$ cat config.mk
export PLATFORM = sky130hd
export DESIGN_NAME = ne16_column_accumulator
export DESIGN_NICKNAME = d
export VERILOG_FILES = /design/src/rtl/ne16_package.sv /design/src/rtl/ne16_column_adder_tree.sv /design/src/rtl/ne16_column_accumulator.sv
export SDC_FILE = /design/constraint.sdc
export NUM_CORES = 1
export LEC_CHECK = 0
export BUFFER_PORTS_ARGS = -buffer_cell sky130_fd_sc_hd__clkbuf_2
export CAP_MARGIN = 20
export CORE_MARGIN = 2
export CORE_UTILIZATION = 27
export DETAILED_ROUTE_END_ITERATION = 16
export PLACE_DENSITY = 0.49
export SYNTH_ARGS = -nofsm -noshare
export SYNTH_HDL_FRONTEND = slang
export SYNTH_SLANG_ARGS = --single-unit
$ cat constraint.sdc
create_clock -name clk_i -period 15.1 [get_ports clk_i]
set_input_delay 3.02 -clock clk_i [delete_from_list [all_inputs] [get_ports clk_i]]
set_output_delay 3.02 -clock clk_i [all_outputs]
set_load 0.05 [all_outputs]
$ cat src/rtl/ne16_package.sv
// ne16_package
// Shared types and constants for the NE16 column accumulator.
//   column_acc_state_t  : FSM state encoding (IDLE / ACCUM / OUTPUT)
//   ctrl_column_acc_t   : start, clear, nb_iter[7:0], block_mask[NE16_COLUMN_SIZE-1:0]
//   flags_column_acc_t  : state, iter_cnt[7:0], busy, overflow
//   NE16_ACC_W          : accumulator / column output width
package ne16_package;

    localparam int unsigned NE16_COLUMN_SIZE = 9;
    localparam int unsigned NE16_BLOCK_SIZE  = 16;
    localparam int unsigned NE16_QA_IN       = 8;
    localparam int unsigned NE16_QA_16BIT    = 8;
    localparam int unsigned NE16_ACC_W       = 32;
    localparam int unsigned NE16_PRES_W      = NE16_QA_IN + $clog2(NE16_BLOCK_SIZE) + NE16_QA_16BIT + 8;

    typedef enum logic [1:0] {
        CA_IDLE   = 2'd0,
        CA_ACCUM  = 2'd1,
        CA_OUTPUT = 2'd2
    } column_acc_state_t;

    typedef struct packed {
        logic                        start;
        logic                        clear;
        logic [7:0]                  nb_iter;
        logic [NE16_COLUMN_SIZE-1:0] block_mask;
    } ctrl_column_acc_t;

    typedef struct packed {
        column_acc_state_t state;
        logic [7:0]        iter_cnt;
        logic              busy;
        logic              overflow;
    } flags_column_acc_t;

endpackage

$ cat src/rtl/ne16_column_adder_tree.sv
// ne16_column_adder_tree
// Combinational masked sum of NB unsigned block results.
//   mask_i : per-input enable; masked-out inputs contribute zero
//   data_i : NB unsigned operands of IN_W bits
//   sum_o  : OUT_W-bit sum (IN_W + clog2(NB) bits cannot overflow)
module ne16_column_adder_tree #(
    parameter int unsigned NB    = 9,
    parameter int unsigned IN_W  = 28,
    parameter int unsigned OUT_W = IN_W + $clog2(NB)
) (
    input  logic [NB-1:0]   mask_i,
    input  logic [IN_W-1:0] data_i [NB],
    output logic [OUT_W-1:0] sum_o
);

    always_comb begin
        sum_o = '0;
        for (int i = 0; i < NB; i++) begin
            if (mask_i[i]) begin
                sum_o = sum_o + OUT_W'(data_i[i]);
            end
        end
    end

endmodule

$ cat src/rtl/ne16_column_accumulator.sv
// ne16_column_accumulator
// Joins the block_pres streams of one array column, sums the masked-in
// blocks every accepted beat and accumulates nb_iter beats into one column
// result emitted on column_pres.
//
// Ports
//   clk_i, rst_ni          : clock, asynchronous active-low reset
//   test_mode_i            : clock-gate test enable
//   enable_i               : local enable, low freezes all state
//   clear_i                : synchronous clear back to IDLE
//   block_pres_*           : NB_BLOCKS sink streams (valid/data in, ready out)
//   column_pres_*          : source stream (valid/data/strb out, ready in)
//   ctrl_i / flags_o       : control and status structs
//
// Stream handshake: a transfer happens on a rising clk_i edge where valid and
// ready are both high; a producer keeps valid and data stable until that edge.
// Inputs form a join: one beat is taken only when every masked-in block is
// valid, and then all of them see ready in that same cycle.
//
// Build option NE16_COLUMN_ACC_SAT_EN: when defined the accumulator clamps to
// all-ones on overflow, otherwise it wraps. The overflow flag exists in both.
module ne16_column_accumulator
    import ne16_package::*;
#(
    parameter int unsigned NB_BLOCKS = NE16_COLUMN_SIZE,
    parameter int unsigned PRES_W    = NE16_QA_IN + $clog2(NE16_BLOCK_SIZE) + NE16_QA_16BIT + 8,
    parameter int unsigned ACC_W     = NE16_ACC_W
) (
    input  logic                 clk_i,
    input  logic                 rst_ni,
    input  logic                 test_mode_i,
    input  logic                 enable_i,
    input  logic                 clear_i,
    input  logic [NB_BLOCKS-1:0] block_pres_valid_i,
    input  logic [PRES_W-1:0]    block_pres_data_i [NB_BLOCKS],
    output logic [NB_BLOCKS-1:0] block_pres_ready_o,
    output logic                 column_pres_valid_o,
    output logic [ACC_W-1:0]     column_pres_data_o,
    output logic [ACC_W/8-1:0]   column_pres_strb_o,
    input  logic                 column_pres_ready_i,
    input  ctrl_column_acc_t     ctrl_i,
    output flags_column_acc_t    flags_o
);

    localparam int unsigned SUM_W = PRES_W + $clog2(NB_BLOCKS);

    column_acc_state_t    state_q, state_d;
    logic                 out_valid_q, out_valid_d;
    logic [ACC_W-1:0]     acc_q, acc_d;
    logic [7:0]           iter_cnt_q, iter_cnt_d;
    logic [7:0]           nb_iter_q, nb_iter_d;
    logic [NB_BLOCKS-1:0] mask_q, mask_d;
    logic                 overflow_q, overflow_d;

    logic                 clear;
    logic                 data_clk_en;
    logic                 all_valid;
    logic                 accum_open;
    logic                 beat;
    logic                 last_beat;
    logic                 start_ok;
    logic                 out_hs;
    logic [SUM_W-1:0]     col_sum;
    logic [ACC_W:0]       acc_add;

    ne16_column_adder_tree #(
        .NB    (NB_BLOCKS),
        .IN_W  (PRES_W),
        .OUT_W (SUM_W)
    ) i_adder_tree (
        .mask_i (mask_q),
        .data_i (block_pres_data_i),
        .sum_o  (col_sum)
    );

    assign clear = clear_i | ctrl_i.clear;

    // Clear beats every event, so no beat, start or output handshake is
    // taken in a clearing cycle.
    assign all_valid  = &(block_pres_valid_i | ~mask_q);
    assign accum_open = (state_q == CA_ACCUM) && enable_i && !clear;
    assign beat       = accum_open && all_valid;
    assign last_beat  = beat && ((iter_cnt_q + 8'd1) == nb_iter_q);
    assign start_ok   = (state_q == CA_IDLE) && enable_i && !clear && ctrl_i.start;
    // While enable_i is low the output is frozen; a downstream ready in that
    // window does not complete a transfer.
    assign out_hs     = out_valid_q && column_pres_ready_i && enable_i && !clear;

    // Masked-out blocks are always acknowledged while accumulating so they
    // never stall; masked-in blocks only see ready together, on a join.
    assign block_pres_ready_o = accum_open ? (~mask_q | {NB_BLOCKS{all_valid}}) : '0;

    assign acc_add = {1'b0, acc_q} + (ACC_W + 1)'(col_sum);

    // FSM next state and output valid
    always_comb begin
        state_d     = state_q;
        out_valid_d = out_valid_q;
        unique case (state_q)
            CA_IDLE:   if (start_ok)  state_d = CA_ACCUM;
            CA_ACCUM:  if (last_beat) state_d = CA_OUTPUT;
            CA_OUTPUT: if (out_hs)    state_d = CA_IDLE;
            default:                  state_d = CA_IDLE;
        endcase
        if (last_beat) out_valid_d = 1'b1;
        if (out_hs)    out_valid_d = 1'b0;
        if (clear) begin
            state_d     = CA_IDLE;
            out_valid_d = 1'b0;
        end
    end

    // Datapath next state
    always_comb begin
        acc_d      = acc_q;
        iter_cnt_d = iter_cnt_q;
        nb_iter_d  = nb_iter_q;
        mask_d     = mask_q;
        overflow_d = overflow_q;
        if (start_ok) begin
            acc_d      = '0;
            iter_cnt_d = '0;
            nb_iter_d  = (ctrl_i.nb_iter == 8'd0) ? 8'd1 : ctrl_i.nb_iter;
            mask_d     = ctrl_i.block_mask;
            overflow_d = 1'b0;
        end else if (beat) begin
            iter_cnt_d = iter_cnt_q + 8'd1;
            overflow_d = overflow_q | acc_add[ACC_W];
`ifdef NE16_COLUMN_ACC_SAT_EN
            // Once clamped, any further non-zero add carries again, so the
            // value stays at all-ones without an extra saturation bit.
            acc_d = acc_add[ACC_W] ? {ACC_W{1'b1}} : acc_add[ACC_W-1:0];
`else
            acc_d = acc_add[ACC_W-1:0];
`endif
        end
        if (clear) begin
            acc_d      = '0;
            iter_cnt_d = '0;
            nb_iter_d  = '0;
            mask_d     = '0;
            overflow_d = 1'b0;
        end
    end

    always_ff @(posedge clk_i or negedge rst_ni) begin
        if (!rst_ni) begin
            state_q     <= CA_IDLE;
            out_valid_q <= 1'b0;
        end else begin
            state_q     <= state_d;
            out_valid_q <= out_valid_d;
        end
    end

    // Data registers sit behind the clock gate. The gate opens on
    // enable_i|clear; test_mode_i forces it open, which is harmless because
    // the next-state logic already holds every value when not enabled.
    assign data_clk_en = enable_i | clear | test_mode_i;

    always_ff @(posedge clk_i or negedge rst_ni) begin
        if (!rst_ni) begin
            acc_q      <= '0;
            iter_cnt_q <= '0;
            nb_iter_q  <= '0;
            mask_q     <= '0;
            overflow_q <= 1'b0;
        end else if (data_clk_en) begin
            acc_q      <= acc_d;
            iter_cnt_q <= iter_cnt_d;
            nb_iter_q  <= nb_iter_d;
            mask_q     <= mask_d;
            overflow_q <= overflow_d;
        end
    end

    assign column_pres_valid_o = out_valid_q;
    assign column_pres_data_o  = acc_q;
    assign column_pres_strb_o  = '1;

    always_comb begin
        flags_o          = '0;
        flags_o.state    = state_q;
        flags_o.iter_cnt = iter_cnt_q;
        flags_o.busy     = (state_q != CA_IDLE);
        flags_o.overflow = overflow_q;
    end

endmodule

# Word-level counts from Yosys, hierarchy flattened
# Index checks and enable logic that the tools add are counted.
[classes]
addsub = 10
eq_ne = 6
muxes = 32
bitwise = 7
reduce_logical = 21
[ops]
columns = ["op", "count"]
rows = [
  ["2-to-1 mux 32 bit", 11],
  ["adder 32 x 28 -> 32 bit", 7],
  ["2-to-1 mux 8 bit", 6],
  ["adder 32 x 32 -> 33 bit", 1],
  ["adder 28 x 28 -> 29 bit", 1],
  ["2-to-1 mux 28 bit", 1],
  ["2-to-1 mux 9 bit", 3],
  ["OR 9 bit", 2],
  ["logical AND 1 bit", 10],
  ["!= test 3 bit (second input constant)", 3],
  ["NOT 9 bit", 1],
  ["AND reduction 9 bit", 1],
  ["adder 8 x 1 -> 8 bit (second input constant)", 1],
  ["== test 8 bit", 1],
  ["logical NOT 8 bit", 1],
  ["2-to-1 mux 2 bit", 4],
  ["2-to-1 mux 1 bit", 6],
  ["case mux 2 bit (3 select lines)", 1],
  ["nonzero test 3 bit", 2],
  ["OR 1 bit", 4],
  ["AND reduction 2 bit", 2],
  ["nonzero test 2 bit", 2],
  ["AND reduction 3 bit", 1],
  ["== test 2 x 1 -> 1 bit (second input constant)", 1],
  ["3 further kinds", 3],
]
[word_totals]
regBits = 61
in_bits = 286
out_inout_bits = 58
elab_cells = 83

# Logic depth before layout (Yosys ltp)
# Gate-level depths: netlist of the first run.
[logic_depth]
word_depth = 22
ltp_mapped = 85
depth_no_buf = 82

# By module
# From an unflattened synthesis of the first run, not the netlist that was laid out.
[unflattened]
hier_cells = 2642
area_unflattened_um2 = 19042.0
[by_module_without_submodules]
columns = ["module", "instances", "cells_per_inst", "area_per_inst_um2", "seq_area_each_um2"]
rows = [
  ["ne16_column_adder_tree", 1, 2102, 14605.3, 0.0],
  ["ne16_column_accumulator", 1, 540, 4436.8, 1526.5],
]

# Worst setup path before layout of the first run
# OpenSTA, ideal clock, no wires.
[synth_path]
kind = "input port to flip-flop"
from = "input block_pres_data_i[224] (netlist name)"
to = "register acc_q[31] (netlist: column_pres_data_o[31])"
setup_time_ns = 0.131
arrival_ns = 16.126
required_time_ns = 14.969
slack_ns = -1.157
stages = 69
path_buffers = 0
cell_sequence = "and2_1 > ha_1 > fa_1 > maj3_2 > a32oi_2 > o21ai_0 > o21ai_0 > xnor2_1 > nand2_1 > xor2_1 > ha_1 > or2_2 > a21o_1 > o21a_1 > xor2_1 > mux2_2 > ha_1 > or4_1 > (+33 left out) > a21oi_1 > o211ai_1 > a31o_2 > xor2_1 > mux2_2 > ha_1 > o21a_1 > o21ai_0 > a21o_1 > nor3_1 > a21bo_2 > mux2i_1 > xor2_1 > ha_1 > o21ai_0 > o21bai_1 > xnor2_1 > o21ai_0"
[synth_between]
elab_chain_cells = 21
[synth_lines]
columns = ["item", "line", "rtl"]
rows = [
  ["from (decl)", "ne16_column_accumulator.sv:35", "input logic [PRES_W-1:0] block_pres_data_i [NB_BLOCKS],"],
  ["2-to-1 mux 28 bit *", "ne16_column_adder_tree.sv:19", "if (mask_i[i]) begin"],
  ["adder 28 x 28 -> 29 bit", "ne16_column_adder_tree.sv:20", "sum_o = sum_o + OUT_W'(data_i[i]);"],
  ["2-to-1 mux 32 bit *", "ne16_column_adder_tree.sv:19", ""],
  ["adder 32 x 28 -> 32 bit", "ne16_column_adder_tree.sv:20", ""],
  ["2-to-1 mux 32 bit *", "ne16_column_adder_tree.sv:19", ""],
  ["adder 32 x 28 -> 32 bit", "ne16_column_adder_tree.sv:20", ""],
  ["2-to-1 mux 32 bit *", "ne16_column_adder_tree.sv:19", ""],
  ["adder 32 x 28 -> 32 bit", "ne16_column_adder_tree.sv:20", ""],
  ["(+5 left out)", "n/a", ""],
  ["adder 32 x 28 -> 32 bit", "ne16_column_adder_tree.sv:20", ""],
  ["2-to-1 mux 32 bit *", "ne16_column_adder_tree.sv:19", ""],
  ["adder 32 x 28 -> 32 bit", "ne16_column_adder_tree.sv:20", ""],
  ["2-to-1 mux 32 bit *", "ne16_column_adder_tree.sv:19", ""],
  ["adder 32 x 32 -> 33 bit *", "ne16_column_accumulator.sv:93", "assign acc_add = {1'b0, acc_q} + (ACC_W + 1)'(col_sum);"],
  ["2-to-1 mux 32 bit *", "ne16_column_accumulator.sv:126", "end else if (beat) begin"],
  ["2-to-1 mux 32 bit *", "ne16_column_accumulator.sv:120", "if (start_ok) begin"],
  ["2-to-1 mux 32 bit *", "ne16_column_accumulator.sv:137", "if (clear) begin"],
  ["to (signal assigned)", "ne16_column_accumulator.sv:163", "acc_q <= '0;"],
  ["to (signal assigned)", "ne16_column_accumulator.sv:169", "acc_q <= acc_d;"],
  ["to (decl)", "ne16_column_accumulator.sv:49", "logic [ACC_W-1:0] acc_q, acc_d;"],
]
# Every way passes the cells marked *; elsewhere a longest branch is shown, timed or not. The select of a mux whose other input is x is not followed.
# A chain may end at the register's enable or synchronous reset.

# Worst setup path in the final report of the first run
[layout_path]
from = "input block_pres_data_i[224] (netlist name)"
to = "register overflow_q"
[layout_between]
elab_chain_cells = 22
[layout_lines]
columns = ["item", "line", "rtl"]
rows = [
  ["2-to-1 mux 28 bit *", "ne16_column_adder_tree.sv:19", ""],
  ["adder 28 x 28 -> 29 bit", "ne16_column_adder_tree.sv:20", ""],
  ["2-to-1 mux 32 bit *", "ne16_column_adder_tree.sv:19", ""],
  ["adder 32 x 28 -> 32 bit", "ne16_column_adder_tree.sv:20", ""],
  ["2-to-1 mux 32 bit *", "ne16_column_adder_tree.sv:19", ""],
  ["adder 32 x 28 -> 32 bit", "ne16_column_adder_tree.sv:20", ""],
  ["2-to-1 mux 32 bit *", "ne16_column_adder_tree.sv:19", ""],
  ["adder 32 x 28 -> 32 bit", "ne16_column_adder_tree.sv:20", ""],
  ["(+6 left out)", "n/a", ""],
  ["2-to-1 mux 32 bit *", "ne16_column_adder_tree.sv:19", ""],
  ["adder 32 x 28 -> 32 bit", "ne16_column_adder_tree.sv:20", ""],
  ["2-to-1 mux 32 bit *", "ne16_column_adder_tree.sv:19", ""],
  ["adder 32 x 32 -> 33 bit *", "ne16_column_accumulator.sv:93", ""],
  ["OR 1 bit *", "ne16_column_accumulator.sv:128", "overflow_d = overflow_q | acc_add[ACC_W];"],
  ["2-to-1 mux 1 bit *", "ne16_column_accumulator.sv:126", ""],
  ["2-to-1 mux 1 bit *", "ne16_column_accumulator.sv:120", ""],
  ["2-to-1 mux 1 bit *", "ne16_column_accumulator.sv:137", ""],
  ["to (signal assigned)", "ne16_column_accumulator.sv:173", "overflow_q <= overflow_d;"],
  ["to (decl)", "ne16_column_accumulator.sv:53", "logic overflow_q, overflow_d;"],
]
# Marks and branches as above.

==> impl_metrics.yaml, run 1 <==
floorplan:
  initial_core_util_pct: 27.1
  die_y_um: 266
  dieArea_um2: 70800
  ios: 344
  coreArea_um2: 68300
  die_x_um: 266
  row_count: 96
detailed_routing:
  antenna_left: 0
  drc: 0
  drt_wl_total_um: 77300
  drt_iter0_drc: 1081
  detail_route.wl_per_cell_um: 17.2
  viasPerCell: 4.99
  first_pass_iters: 7
  vias: 22433
critical_path:
  critPathMaxFanout: 7
  crit_slowest_cell: "or4_4"
  start_kind: "input pin"
  required_ns: 15.37
  cp-end-kind: "flop"
  cpPeakStageDelay_ns: 0.43
  cp_data_arrival_time_ns: 16.17
  worstSetupPathType: "input pin to flop"
yosys:
  synth_warnings: 0
  synth_top_area_share_pct: 17.9
  synth_edf_count: 0
  synth_cells: 2511
  synth_cell_types: 90
  async_flop_share_pct: 100
  ys_ff_latch: 61
  synth_area_leaders: "ha_1 (18%), dfrtp_1 (8.2%), xnor2_1 (6.8%), mux2_2 (6.4%), a21oi_1 (6.4%)"
  syn_area_um2: 18500
  synth_flop_cell: "dfrtp_1"
  avgSynthCellArea_um2: 7.39
  synth_top_cell_by_area: "ha_1"
  seq_area_frac_synth_pct: 8.23
run_status:
  failed_checks: "setup timing"
  status: "complete, but fails checks"
timing:
  min_period_ns: 15.90
  hold_ws_ns: 0.543
  slew_headroom_pct: 27.4
  fin_skew_ns: 0.0190
  setup_ws_ns: -0.803
  slew_viol_final: 0
  rsz0062_at_grt: "yes"
  hold_violations: 0
  finalCritPeriodShare_pct: 105
  setup_viol: 9
  worstMarginPinSlew_ns: 1.08
  fmax_mhz: 62.9
global_route:
  grt_pass1_vias: 22114
  grt_overflow_total: 0
  antenna_found_initial: 19
  grtUsageTotal_pct: 21.0
  grt_max_degree: 72
  grt_pass1_wl_um: 117000
power:
  power_density_nw_per_um2: 44.3
  power_leakage_nw: 15.0
  peakVddDrop_v: 0.0000493
finish:
  area_growth_syn_to_layout_pct: 60.3
  drive_gt1_share_pct: 45.3
  fillCellCount: 7007
  finalNetCount: 4162
  fin_cells: 4493
place:
  dpl.hpwl_um: 63800
  dp.cells: 4386
  port_buffers: 338
  gp_congestion: 0.905
cts:
  clock_path_buffers: 2
  ctsRootBufferMaster: "clkbuf_16"
  cts_tree: "done"
  hold_buffers: 0
  clk_pin_slew_ns: 0.06
  cts_buffers: 9
  insertion_delay_ns: 0.37
  htree_levels: 3
  cts_sinks: 61
worst_hold_path:
  hold_path_class: "flop to flop"
job:
  drv_cap: 0
## where the power goes
group / leakage, nW / total, mW / switching [mW] / internal, mW
Clock: 0.145 / 0.233 / 0.0995 / 0.134
Sequential: 0.846 / 0.167 / 0.00190 / 0.165
Combinational: 14.0 / 0.918 / 0.431 / 0.487
## routing by layer
metal | wire length, µm | vias to the layer above | track usage (%)
li1 | - | 11455 | -
met1 | 34800 | 10455 | 26.7
met2 | 36600 | 403 | 36.7
met3 | 3860 | 92 | 3.62
met4 | 1850 | 28 | 5.45
met5 | 167 | - | 0
## path summary, 6_finish.rpt
check	from	endpoint	slack [ns]	cells past startpoint
min in group asynchronous	rst_ni	column_pres_data_o[21]	2.50	1
hold / removal	iter_cnt_q[7]	iter_cnt_q[7]	0.54	1
hold reg to reg	iter_cnt_q[7]	iter_cnt_q[7]	0.54	1
setup / recovery	block_pres_data_i[224]	overflow_q	-0.80	74
max in group asynchronous	rst_ni	mask_q[6]	11.46	2
setup reg to reg	mask_q[0]	overflow_q	1.51	73
## registers in the layout, summed over array words and instances, names as in the netlist
| name | count |
|---|---|
| column_pres_valid_o | 1 |
| nb_iter_q | 8 |
| mask_q | 9 |
| state_q | 2 |
| column_pres_data_o | 32 |
| overflow_q | 1 |
| iter_cnt_q | 8 |
## cell families (layout without fill, tap and decap cells)
logic type / Yosys count / in the layout / share of synthesized area, %
AOI/OAI and AO/OA: 868 / 868 / 30.6
xor gates and xnor gates: 237 / 237 / 11.4
adders and majority gates: 276 / 276 / 19.0
buffers and inverters: 190 / 1282 / 3.99
DFF: 61 / 61 / 8.23
muxes: 123 / 123 / 7.35
other: 1 / 9 / 0.0202
and+or+nand+nor: 755 / 755 / 19.5
## metrics by stage
stage	setup slack (ns)	util (%)	instance area, µm²	total power [mW]	TNS [ns]
3_5_place_dp	-1.71	39.7	27100	0.973	-16.88
5_1_grt	-1.46	43.5	29700	1.42	-13.96
2_1_floorplan	-0.117	-	19200	0.627	-0.289
4_1_cts	-0.806	42.1	28800	1.27	-4.50
3_3_place_gp	-1.67	39.7	27100	0.970	-16.04
6_report	-0.803	43.5	29700	1.32	-4.99
## critical path, delay by kind of cell
| kind | cells | cell delay (ns) |
|---|---|---|
| AO/OA/AOI/OAI | 29 | 5.02 |
| adder cells (fa/ha/maj) | 11 | 2.85 |
| AND/OR/NAND/NOR | 13 | 1.80 |
| multiplexers | 6 | 1.46 |
| XOR/XNOR | 9 | 1.25 |
| buffers and inverters | 6 | 0.72 |
## placed cells by master, fill, tap and decap left out, types with 18 or more instances in the layout
cell type,synthesis,routed
xnor2_1,144,139
o21ai_2,4,33
o21ai_0,201,132
inv_1,111,107
o21ai_1,2,40
a31oi_1,21,19
and2_1,27,24
xor2_1,90,86
clkbuf_2,0,337
and3_1,31,28
dfrtp_1,61,59
o211ai_1,20,20
ha_1,266,195
mux2_2,106,84
nand2b_1,42,41
nor2_1,159,148
mux2_4,0,22
o21bai_1,23,18
a21oi_2,1,64
nor3_1,51,41
a211oi_1,33,23
ha_4,0,63
nand3_1,84,77
buf_4,6,805
a21o_1,98,98
nor2b_1,43,39
a21oi_1,237,171
o21a_1,56,55
nand2_1,236,221
## area by class of cell
| class | instances | area, µm² | area share [%] |
|---|---|---|---|
| Clock inverter | 6 | 71.3 | 0.240 |
| Timing Repair Buffer | 1153 | 7860 | 26.4 |
| Sequential cell | 61 | 1530 | 5.14 |
| Multi-Input combinational cell | 2263 | 18500 | 62.2 |
| Antenna cell | 5 | 12.5 | 0.0421 |
| Inverter | 113 | 424 | 1.43 |
| Tap cell | 882 | 1100 | 3.71 |
| Clock buffer | 10 | 239 | 0.804 |
## synth_stat cells (8+ instances only)
| cell | count |
|---|---|
| a211o_1 | 9 |
| a211oi_1 | 33 |
| a21o_1 | 98 |
| a21oi_1 | 237 |
| a221oi_1 | 8 |
| a22oi_1 | 8 |
| a31o_2 | 10 |
| a31oi_1 | 21 |
| and2_1 | 27 |
| and3_1 | 31 |
| buf_1 | 8 |
| clkbuf_1 | 60 |
| dfrtp_1 | 61 |
| fa_1 | 9 |
| ha_1 | 266 |
| inv_1 | 111 |
| mux2_2 | 106 |
| mux2i_1 | 17 |
| nand2_1 | 236 |
| nand2b_1 | 42 |
| nand3_1 | 84 |
| nand4_1 | 15 |
| nor2_1 | 159 |
| nor2b_1 | 43 |
| nor3_1 | 51 |
| nor3b_1 | 10 |
| nor4_1 | 12 |
| o211ai_1 | 20 |
| o21a_1 | 56 |
| o21ai_0 | 201 |
| o21bai_1 | 23 |
| o22ai_1 | 9 |
| o31a_1 | 15 |
| o31ai_1 | 22 |
| or2_2 | 10 |
| or3_1 | 19 |
| xnor2_1 | 144 |
| xor2_1 | 90 |
## timing repair
action | 4_1_cts | 5_1_grt
cloned | 0 | 0
endpoints found under the setup margin | 15 | 18
pin swaps | 125 | 98
gates resized for setup | 196 | 144
buffers inserted | 53 | 32
Power figures use the tool's default switching activity.
==> inputs of run 2 (changes only) <==
CTS_BUF_LIST = sky130_fd_sc_hd__clkbuf_8   (was not set)
==> impl_metrics.yaml, run 2 (synthesis gave the netlist of run 1 again) <==
cts:
  ctsRootBufferMaster: "clkbuf_8"
  cts_sinks: 61
  htree_levels: 3
  cts_tree: "done"
  clock_path_buffers: 2
  cts_buffers: 9
  insertion_delay_ns: 0.41
  clk_pin_slew_ns: 0.09
finish:
  drive_gt1_share_pct: 44.1
  largest_reg_flops: 32
  fin_cells: 4475
  final_common_cell: "buf_4"
  area_growth_syn_to_layout_pct: 58.0
  final_util_pct: 42.9
  final_cell_mix: "buf_4 (790), clkbuf_2 (337), nand2_1 (223)"
  finalNetCount: 4146
  fillCellCount: 7028
detailed_routing:
  drt_iter0_drc: 1166
  vias: 22252
  detail_route.wl_per_cell_um: 17.1
  drc: 0
  antenna_left: 0
  first_pass_iters: 5
  drt_wl_total_um: 76700
  viasPerCell: 4.97
place:
  port_buffers: 338
  dp_slack_ns: -1.71
  dpl.hpwl_um: 63800
  gp_congestion: 0.905
  dp.cells: 4386
timing:
  min_period_ns: 15.87
  slew_viol_final: 0
  rsz0062_at_grt: "yes"
  setup_ws_ns: -0.765
  hold_ws_ns: 0.541
  worstMarginPinSlew_ns: 1.05
  finalCritPeriodShare_pct: 105
  fin_skew_ns: 0.0310
  setup_viol: 9
  fmax_mhz: 63.0
  slew_headroom_pct: 29.7
  hold_violations: 0
power:
  peakVddDrop_v: 0.0000458
  power_density_nw_per_um2: 42.2
  power_leakage_nw: 14.8
global_route:
  antenna_found_initial: 19
  grt_pass1_vias: 22049
  grt_overflow_total: 0
  grtUsageTotal_pct: 21.0
  grt_max_degree: 72
  grt_pass1_wl_um: 117000
floorplan:
  ios: 344
  die_y_um: 266
  coreArea_um2: 68300
  row_count: 96
  initial_core_util_pct: 27.1
  dieArea_um2: 70800
  die_x_um: 266
worst_hold_path:
  hold_path_class: "flop to flop"
critical_path:
  crit_slowest_cell: "or4_4"
  start_kind: "input pin"
  cp_data_arrival_time_ns: 16.17
  cp.buffers_inverters: 7
  cpPeakStageDelay_ns: 0.52
  worstSetupPathType: "input pin to flop"
  required_ns: 15.40
  critPathMaxFanout: 7
  critPathTopFamily: "compound AO/OA/AOI/OAI gates"
  crit_top_cell: "ha_4"
  cp-end-kind: "flop"
run_status:
  failed_checks: "setup timing"
  status: "complete, but fails checks"
job:
  drv_cap: 0
-- run 2: changes by cell type in the layout (fill, tap and decap cells not counted), moves of 3 or more --
cell,change
a21oi_1,+9
o21ai_0,+7
ha_4,-6
a21oi_2,-8
clkbuf_16,-9
ha_1,+7
clkbuf_8,+9
buf_4,-15
a211oi_1,+3
o21ai_2,-6
-- run 2: cell type report --
| class | instances | area [µm²] | share of cell area, % |
|---|---|---|---|
| tap | 882 | 1100 | 3.77 |
| clock inverter | 6 | 71.3 | 0.243 |
| sequential | 61 | 1530 | 5.22 |
| timing repair buffer | 1137 | 7730 | 26.4 |
| multi-input combinational | 2263 | 18300 | 62.5 |
| clock buffer | 10 | 138 | 0.470 |
| inverter | 113 | 424 | 1.45 |
| antenna | 3 | 7.51 | 0.0256 |
-- run 2: final timing paths --
path,from,end,cells after the start,slack (ns)
worst max-delay path,block_pres_data_i[224],overflow_q,74,-0.77
worst min-delay path,iter_cnt_q[7],iter_cnt_q[7],1,0.54
worst max register to register,mask_q[0],overflow_q,73,1.50
worst min register to register,iter_cnt_q[7],iter_cnt_q[7],1,0.54
max in group asynchronous,rst_ni,mask_q[6],2,11.53
min in group asynchronous,rst_ni,column_pres_data_o[21],1,2.46
-- run 2: per-layer routing --
metal / routed length, µm / GRT usage (%) / up-vias / share of wire (%)
met4: 1760 / 5.19 / 30 / 2.3
met3: 3790 / 3.69 / 87 / 4.9
met2: 36200 / 36.6 / 392 / 47
met5: 184 / 0 / - / 0.24
li1: - / - / 11410 / -
met1: 34700 / 26.7 / 10333 / 45
-- run 2: repair_timing --
| action | CTS | global route |
|---|---|---|
| hold buffers | 0 | 0 |
| gates resized for setup | 193 | 106 |
| pin swaps | 123 | 53 |
| buffers inserted | 53 | 18 |
| endpoints found under the hold margin | 0 | 0 |
| endpoints found under the setup margin | 14 | 18 |
-- run 2: power breakdown --
group	internal, mW	total, mW	switching (mW)
Clock	0.0819	0.174	0.0919
Sequential	0.165	0.166	0.00190
Combinational	0.476	0.898	0.422
Total	0.722	1.24	0.516
-- run 2: per-stage QoR --
stage	cell area, µm²	setup TNS (ns)	power (mW)
after floorplan	19200	-0.289	0.627
after global placement	27100	-16.04	0.970
after detailed placement	27100	-16.88	0.973
after CTS	28700	-4.34	1.21
after global routing	29300	-14.75	1.34
final	29300	-4.82	1.24
